==> config.mk <==
export PLATFORM = sky130hd
export DESIGN_NAME = k_lpf_multichannel
export DESIGN_NICKNAME = d
export VERILOG_FILES = /design/src/rtl/k_lpf_multichannel.sv
export SDC_FILE = /design/constraint.sdc
export NUM_CORES = 2
export LEC_CHECK = 0
export ABC_AREA = 0
export CORE_ASPECT_RATIO = 1.75
export CORE_MARGIN = 2
export CORE_UTILIZATION = 50
export CTS_CLUSTER_DIAMETER = 40
export DETAILED_ROUTE_END_ITERATION = 7
export PLACE_DENSITY_LB_ADDON = 0.05
export RECOVER_POWER = 50
export SLEW_MARGIN = 20
export SYNTH_ARGS = -nofsm -noshare
export SYNTH_HDL_FRONTEND = slang
export SYNTH_SLANG_ARGS = --single-unit
==> constraint.sdc <==
create_clock -name clk -period 23.6 [get_ports clk]
set_clock_uncertainty 0.15 [all_clocks]
set_input_delay 7.08 -clock clk [delete_from_list [all_inputs] [get_ports clk]]
set_output_delay 7.08 -clock clk [all_outputs]
set_load 0.1 [all_outputs]
==> src/rtl/k_lpf_multichannel.sv <==
// Time-multiplexed first-order IIR low-pass filter shared across NCH channels.
// Two stages: S0 captures the sample, S1 filters it and writes channel state and output.
module k_lpf_multichannel #(
  parameter int unsigned             DW    = 16,
  parameter int unsigned             FB    = 32,
  parameter int unsigned             NCH   = 8,
  parameter logic signed [DW-1:0]    INIT  = 16'sd8192,
  parameter int unsigned             K_MAX = 31,
  localparam int unsigned            AW    = DW + FB,
  localparam int unsigned            CW    = (NCH > 1) ? $clog2(NCH) : 1
) (
  input  logic                 clk,
  input  logic                 reset,
  input  logic                 enable,
  input  logic signed [DW-1:0] x_in,
  input  logic                 x_valid,
  input  logic [CW-1:0]        x_chan,
  input  logic [4:0]           k_sel,
  input  logic                 bypass,
  input  logic                 preload,
  output logic signed [DW-1:0] y_out,
  output logic                 y_valid,
  output logic [CW-1:0]        y_chan
);

  localparam int unsigned KW    = 5;
  localparam int unsigned NSLOT = 1 << CW;

  typedef logic [(2**KW)-1:0][KW-1:0] k_lut_t;

  // Legal-range clamp of k_sel, precomputed so no runtime compare is needed
  function automatic k_lut_t build_k_lut();
    k_lut_t lut;
    for (int unsigned i = 0; i < 2**KW; i++) begin
      if (i == 0)         lut[i] = KW'(1);
      else if (i > K_MAX) lut[i] = KW'(K_MAX);
      else                lut[i] = KW'(i);
    end
    return lut;
  endfunction

  function automatic logic [NSLOT-1:0] build_chan_ok();
    logic [NSLOT-1:0] ok;
    for (int unsigned i = 0; i < NSLOT; i++) ok[i] = (i < NCH);
    return ok;
  endfunction

  localparam k_lut_t            K_LUT   = build_k_lut();
  localparam logic [NSLOT-1:0]  CHAN_OK = build_chan_ok();

  localparam logic signed [AW:0] INIT_ST = {INIT[DW-1], INIT, {FB{1'b0}}};
  localparam logic signed [AW:0] Y_MAX   = {{(FB+1){1'b0}}, 1'b0, {(DW-1){1'b1}}};
  localparam logic signed [AW:0] Y_MIN   = {{(FB+1){1'b1}}, 1'b1, {(DW-1){1'b0}}};

  // S0 pipeline registers
  logic signed [DW-1:0] x_q, x_d;
  logic [CW-1:0]        chan_q, chan_d;
  logic [KW-1:0]        k_q, k_d;
  logic                 bypass_q, bypass_d;
  logic                 preload_q, preload_d;
  logic                 acc_q, acc_d;

  // Per-channel filter state
  logic signed [AW:0]   xp_q [NCH];
  logic signed [AW:0]   xp_d [NCH];
  logic signed [AW:0]   y_q  [NCH];
  logic signed [AW:0]   y_d  [NCH];

  logic signed [DW-1:0] y_out_q, y_out_d;
  logic                 y_valid_q, y_valid_d;
  logic [CW-1:0]        y_chan_q, y_chan_d;

  logic signed [AW:0]   x_ext, xp_cur, y_cur, s_sum, y_new, y_int;
  logic signed [DW-1:0] y_sat;

  // S0: capture only accepted samples, otherwise hold
  always_comb begin
    acc_d     = x_valid & enable & CHAN_OK[x_chan];
    x_d       = x_q;
    chan_d    = chan_q;
    k_d       = k_q;
    bypass_d  = bypass_q;
    preload_d = preload_q;
    if (acc_d) begin
      x_d       = x_in;
      chan_d    = x_chan;
      k_d       = K_LUT[k_sel];
      bypass_d  = bypass;
      preload_d = preload;
    end
  end

  // S1: filter arithmetic; steady state y == x makes the two shifted terms cancel
  always_comb begin
    x_ext  = {x_q[DW-1], x_q, {FB{1'b0}}};
    xp_cur = xp_q[chan_q];
    y_cur  = y_q[chan_q];
    s_sum  = x_ext + xp_cur;
    y_new  = y_cur + (s_sum >>> k_q) - (y_cur >>> (k_q - KW'(1)));
    y_int  = y_new >>> FB;
    if (y_int > Y_MAX)      y_sat = {1'b0, {(DW-1){1'b1}}};
    else if (y_int < Y_MIN) y_sat = {1'b1, {(DW-1){1'b0}}};
    else                    y_sat = y_new[AW-1:FB];
  end

  // S1: state write-back and output selection
  always_comb begin
    xp_d      = xp_q;
    y_d       = y_q;
    y_out_d   = y_out_q;
    y_valid_d = 1'b0;
    y_chan_d  = y_chan_q;
    if (acc_q) begin
      y_valid_d    = 1'b1;
      y_chan_d     = chan_q;
      xp_d[chan_q] = x_ext;
      if (preload_q) begin
        y_d[chan_q] = x_ext;
        y_out_d     = x_q;
      end else begin
        y_d[chan_q] = y_new;
        y_out_d     = bypass_q ? x_q : y_sat;
      end
    end
  end

  always_ff @(posedge clk) begin
    if (reset) begin
      x_q       <= '0;
      chan_q    <= '0;
      k_q       <= '0;
      bypass_q  <= 1'b0;
      preload_q <= 1'b0;
      acc_q     <= 1'b0;
      xp_q      <= '{default: INIT_ST};
      y_q       <= '{default: INIT_ST};
      y_out_q   <= INIT;
      y_valid_q <= 1'b0;
      y_chan_q  <= '0;
    end else begin
      x_q       <= x_d;
      chan_q    <= chan_d;
      k_q       <= k_d;
      bypass_q  <= bypass_d;
      preload_q <= preload_d;
      acc_q     <= acc_d;
      xp_q      <= xp_d;
      y_q       <= y_d;
      y_out_q   <= y_out_d;
      y_valid_q <= y_valid_d;
      y_chan_q  <= y_chan_d;
    end
  end

  assign y_out   = y_out_q;
  assign y_valid = y_valid_q;
  assign y_chan  = y_chan_q;

endmodule
==> run_results.csv <==
group,metric,value,unit
status,outcome,"finished with violations",
status,violations,"max-capacitance violations, max-slew violations",
yosys,avgSynthCellArea,8.12,um2
timing,period_needed,16500,ps
power,p_leak,13.2,nW
setup_path,crit_family,"buffers and inverters",
timing,worst_pin_slew,4590,ps
yosys,syn_area,32800,um2
setup_path,cp_cell_sequence,"clkbuf_1, clkbuf_1, clkbuf_1, nand3b_1, o41ai_1",
global_routing,grt_max_degree,104,
min_path,worstHoldPathCells,2,
clock_network,numCtsBuffers,61,
global_routing,grt_use_total,40.2,%
timing,fin_crit_sh,69.9,%
yosys,ys.flop_type,"dfxtp_1",
cells_and_area,drive_above_1_share,11.0,%
power,ir_drop,0.0896,mV
placed_design,placed_cell_area,33800,um2
placed_design,port_buffers,49,
setup_path,cp-end-kind,"flip-flop",
detailed_routing,post_drt_wl_per_cell,29.0,um
min_path,min_to,"xp_q[182]$_SDFFE_PP0P_",
min_path,hold_path_startpoint,"xp_q[182]$_SDFFE_PP0P_",
detailed_routing,via_per_inst,6.65,
setup_path,rrSetupSlack,12960,ps
detailed_routing,wl,138000,um
setup_path,slowest_stage,"clkbuf_1",
floorplanning,io_pins,50,
floorplanning,rows,124,
clock_network,cts_setup_buffers,0,
timing,slew_viol_final,380,
cells_and_area,n_antenna_cell,0,
yosys,synth_common_cells,"nand2_1, dfxtp_1, nor2_1",
setup_path,worst-path-buf-inv,3,
clock_network,cts_root_buf,"clkbuf_16",
placed_design,hpwl,96600,um
yosys,synth_most_common_cell,"nand2_1",
setup_path,crit_type,"input pin to flip-flop",
yosys,synthDistinctLibCells,100,
clock_network,worstSkewPairLatency,680,ps
timing,rsz0062_at_grt,"false",
floorplanning,initial_core_util,50.3,%
timing,hold_violations,0,
detailed_routing,via_count,31700,
clock_network,cts_tree,"done",
yosys,synthTopCellsByArea,"dfxtp_1, nand2_1, a22oi_1",
power,total_power,3.55,mW
placed_design,dp_cells,4649,
yosys,synth_largest_type_area_fraction,34.6,%
clock_network,clock-sinks,567,
cells_and_area,area_growth,9.66,%
global_routing,grt_overflow,0,
timing,fmax,0.0606,GHz
setup_path,critPathArrivalTime,16720,ps
yosys,syn_inst,4036,
cells_and_area,final_area,36000,um2
setup_path,crit_path_start_kind,"input pin",
yosys,seq_area_frac_synth,34.6,%
cells_and_area,register_area,11400,um2
setup_path,cp_max_fo,100,
global_routing,antenna_found_initial,1,
floorplanning,core_area,65200,um2
floorplanning,design.die.area,67700,um2
yosys,synth_top_cell_by_area,"dfxtp_1",
detailed_routing,firstDrtPassIters,7,
global_routing,grt_pass1_wl,202000,um
setup_path,critPathMaxStageDelay,3170,ps
timing,setup_tns,0,ps
detailed_routing,route.detailed.drc,0,
clock_network,htree_levels,2,
setup_path,crit_required,23830,ps
cells_and_area,final_util,55.2,%
global_routing,grt_pass1_vias,31200,
job,drv_cap,4,
clock_network,clk_pin_slew,60,ps
clock_network,cts_resized,0,
placed_design,gp_congestion,1.06,
floorplanning,die_width,198,um
yosys,ys_ff_latch,567,
yosys,async_reset_ff_share,0,%
clock_network,hold_buffers,0,
min_path,hp-class,"flip-flop to flip-flop",
yosys,ys_warn_count,0,
detailed_routing,antenna_left,0,
yosys,synth_edf_count,0,
power,power_density,98.6,nW/um2
cells_and_area,multiInputGateArea,19600,um2
cells_and_area,nets,4039,
yosys,syn_nets,4180,
floorplanning,die_h,343,um
setup_path,worstRegToRegCells,28,
cells_and_area,layoutNonFillerInstCount,4767,
timing,relSlewSlack,-206,%
setup_path,regToRegEndpoint,"y_q[283]$_SDFFE_PP0P_",
setup_path,cp_common_cell,"clkbuf_1",
detailed_routing,drt_iter0_drc,3145,
timing,setup_violations,0,
clock_network,clock_path_buffers,3,
setup_path,worstReg2RegStart,"chan_q[2]$_SDFFE_PP0P_",
cells_and_area,fillerInstances,6107,
cell families (layout without fill, tap and decap cells):
group,after synthesis,after routing,synth area share [%]
AND/OR/NAND/NOR,1356,1356,17.6
AO/OA/AOI/OAI,1235,1235,25.7
flip-flops,567,567,34.6
buffers and inverters,491,403,6.10
multiplexers,212,212,8.93
adder cells (fa/ha/maj),114,114,5.47
XOR/XNOR,61,61,1.63
per-layer routing:
layer | share of wire, % | track usage, %
met3 | 7.8 | 7.57
met1 | 34 | 43.0
met4 | 11 | 37.0
met5 | 0.010 | 0
met2 | 47 | 66.8
layout by cell type, fill, tap and decap left out, types with 46 or more instances in the layout:
master       n
a211oi_1   111
a21oi_1    381
a221oi_1    51
a22oi_1    267
buf_4       98
clkbuf_16   62
dfxtp_1    563
fa_1        49
ha_1        65
inv_1      129
mux2_2      46
mux2i_1    102
mux4_2      57
nand2_1    577
nor2_1     484
nor3_1      48
o21ai_0    111
worst max path at each step:
stage | start | end | slack, ps | cells after the start
finish | reset | y_q[222]$_SDFFE_PP0P_ | 7100 | 5
global route | reset | y_q[320]$_SDFFE_PP0P_ | 6420 | 5
CTS | chan_q[2]$_SDFFE_PP0P_ | y_q[222]$_SDFFE_PP0P_ | 13320 | 27
detailed placement | reset | y_q[262]$_SDFFE_PP0P_ | 12860 | 5
global placement | reset | y_q[246]$_SDFFE_PP0P_ | 12970 | 5
floorplan | reset | k_q[0]$_SDFFE_PP0P_ | 15250 | 4
flip-flops by register name, summed over array words and instances, names as in the netlist:
name	cells
y_q	392
xp_q	128
x_q	16
y_out	16
k_q	5
chan_q	3
y_chan	3
acc_q	1
bypass_q	1
preload_q	1
y_valid	1
per-stage QoR:
| step | hold WS (ps) | worst slack [ps] |
|---|---|---|
| 2_1_floorplan | 279 | 15250 |
| 3_3_place_gp | 286 | 12970 |
| 3_5_place_dp | 297 | 12860 |
| 4_1_cts | 304 | 13320 |
| 5_1_grt | 317 | 6420 |
| 6_report | 303 | 7100 |
power breakdown:
part | internal, mW | leakage [nW] | total [mW] | switching (mW)
clock | 0.584 | 1.05 | 1.03 | 0.442
sequential | 0.976 | 4.58 | 0.995 | 0.0184
combinational | 0.408 | 7.56 | 1.52 | 1.12
total | 1.97 | 13.2 | 3.55 | 1.58
worst register-to-register path, delay by kind of cell, from the launching register on:
family / cells / cell delay, ps
compound gates: 10 / 2700
simple gates: 8 / 2380
mux: 3 / 1590
fa+ha+maj: 3 / 1330
buf+inv: 3 / 1320
flops: 1 / 640
xor+xnor: 1 / 230
layout make-up:
cell class                      instances  area share (%)
Timing Repair Buffer                  152            3.47
Sequential cell                       567            31.6
Tap cell                              819            2.85
Clock buffer                           79            4.83
Clock inverter                         37            1.21
Multi-Input combinational cell       2978            54.6
Inverter                              135            1.41
No activity file was read; power rests on OpenSTA's default activity.
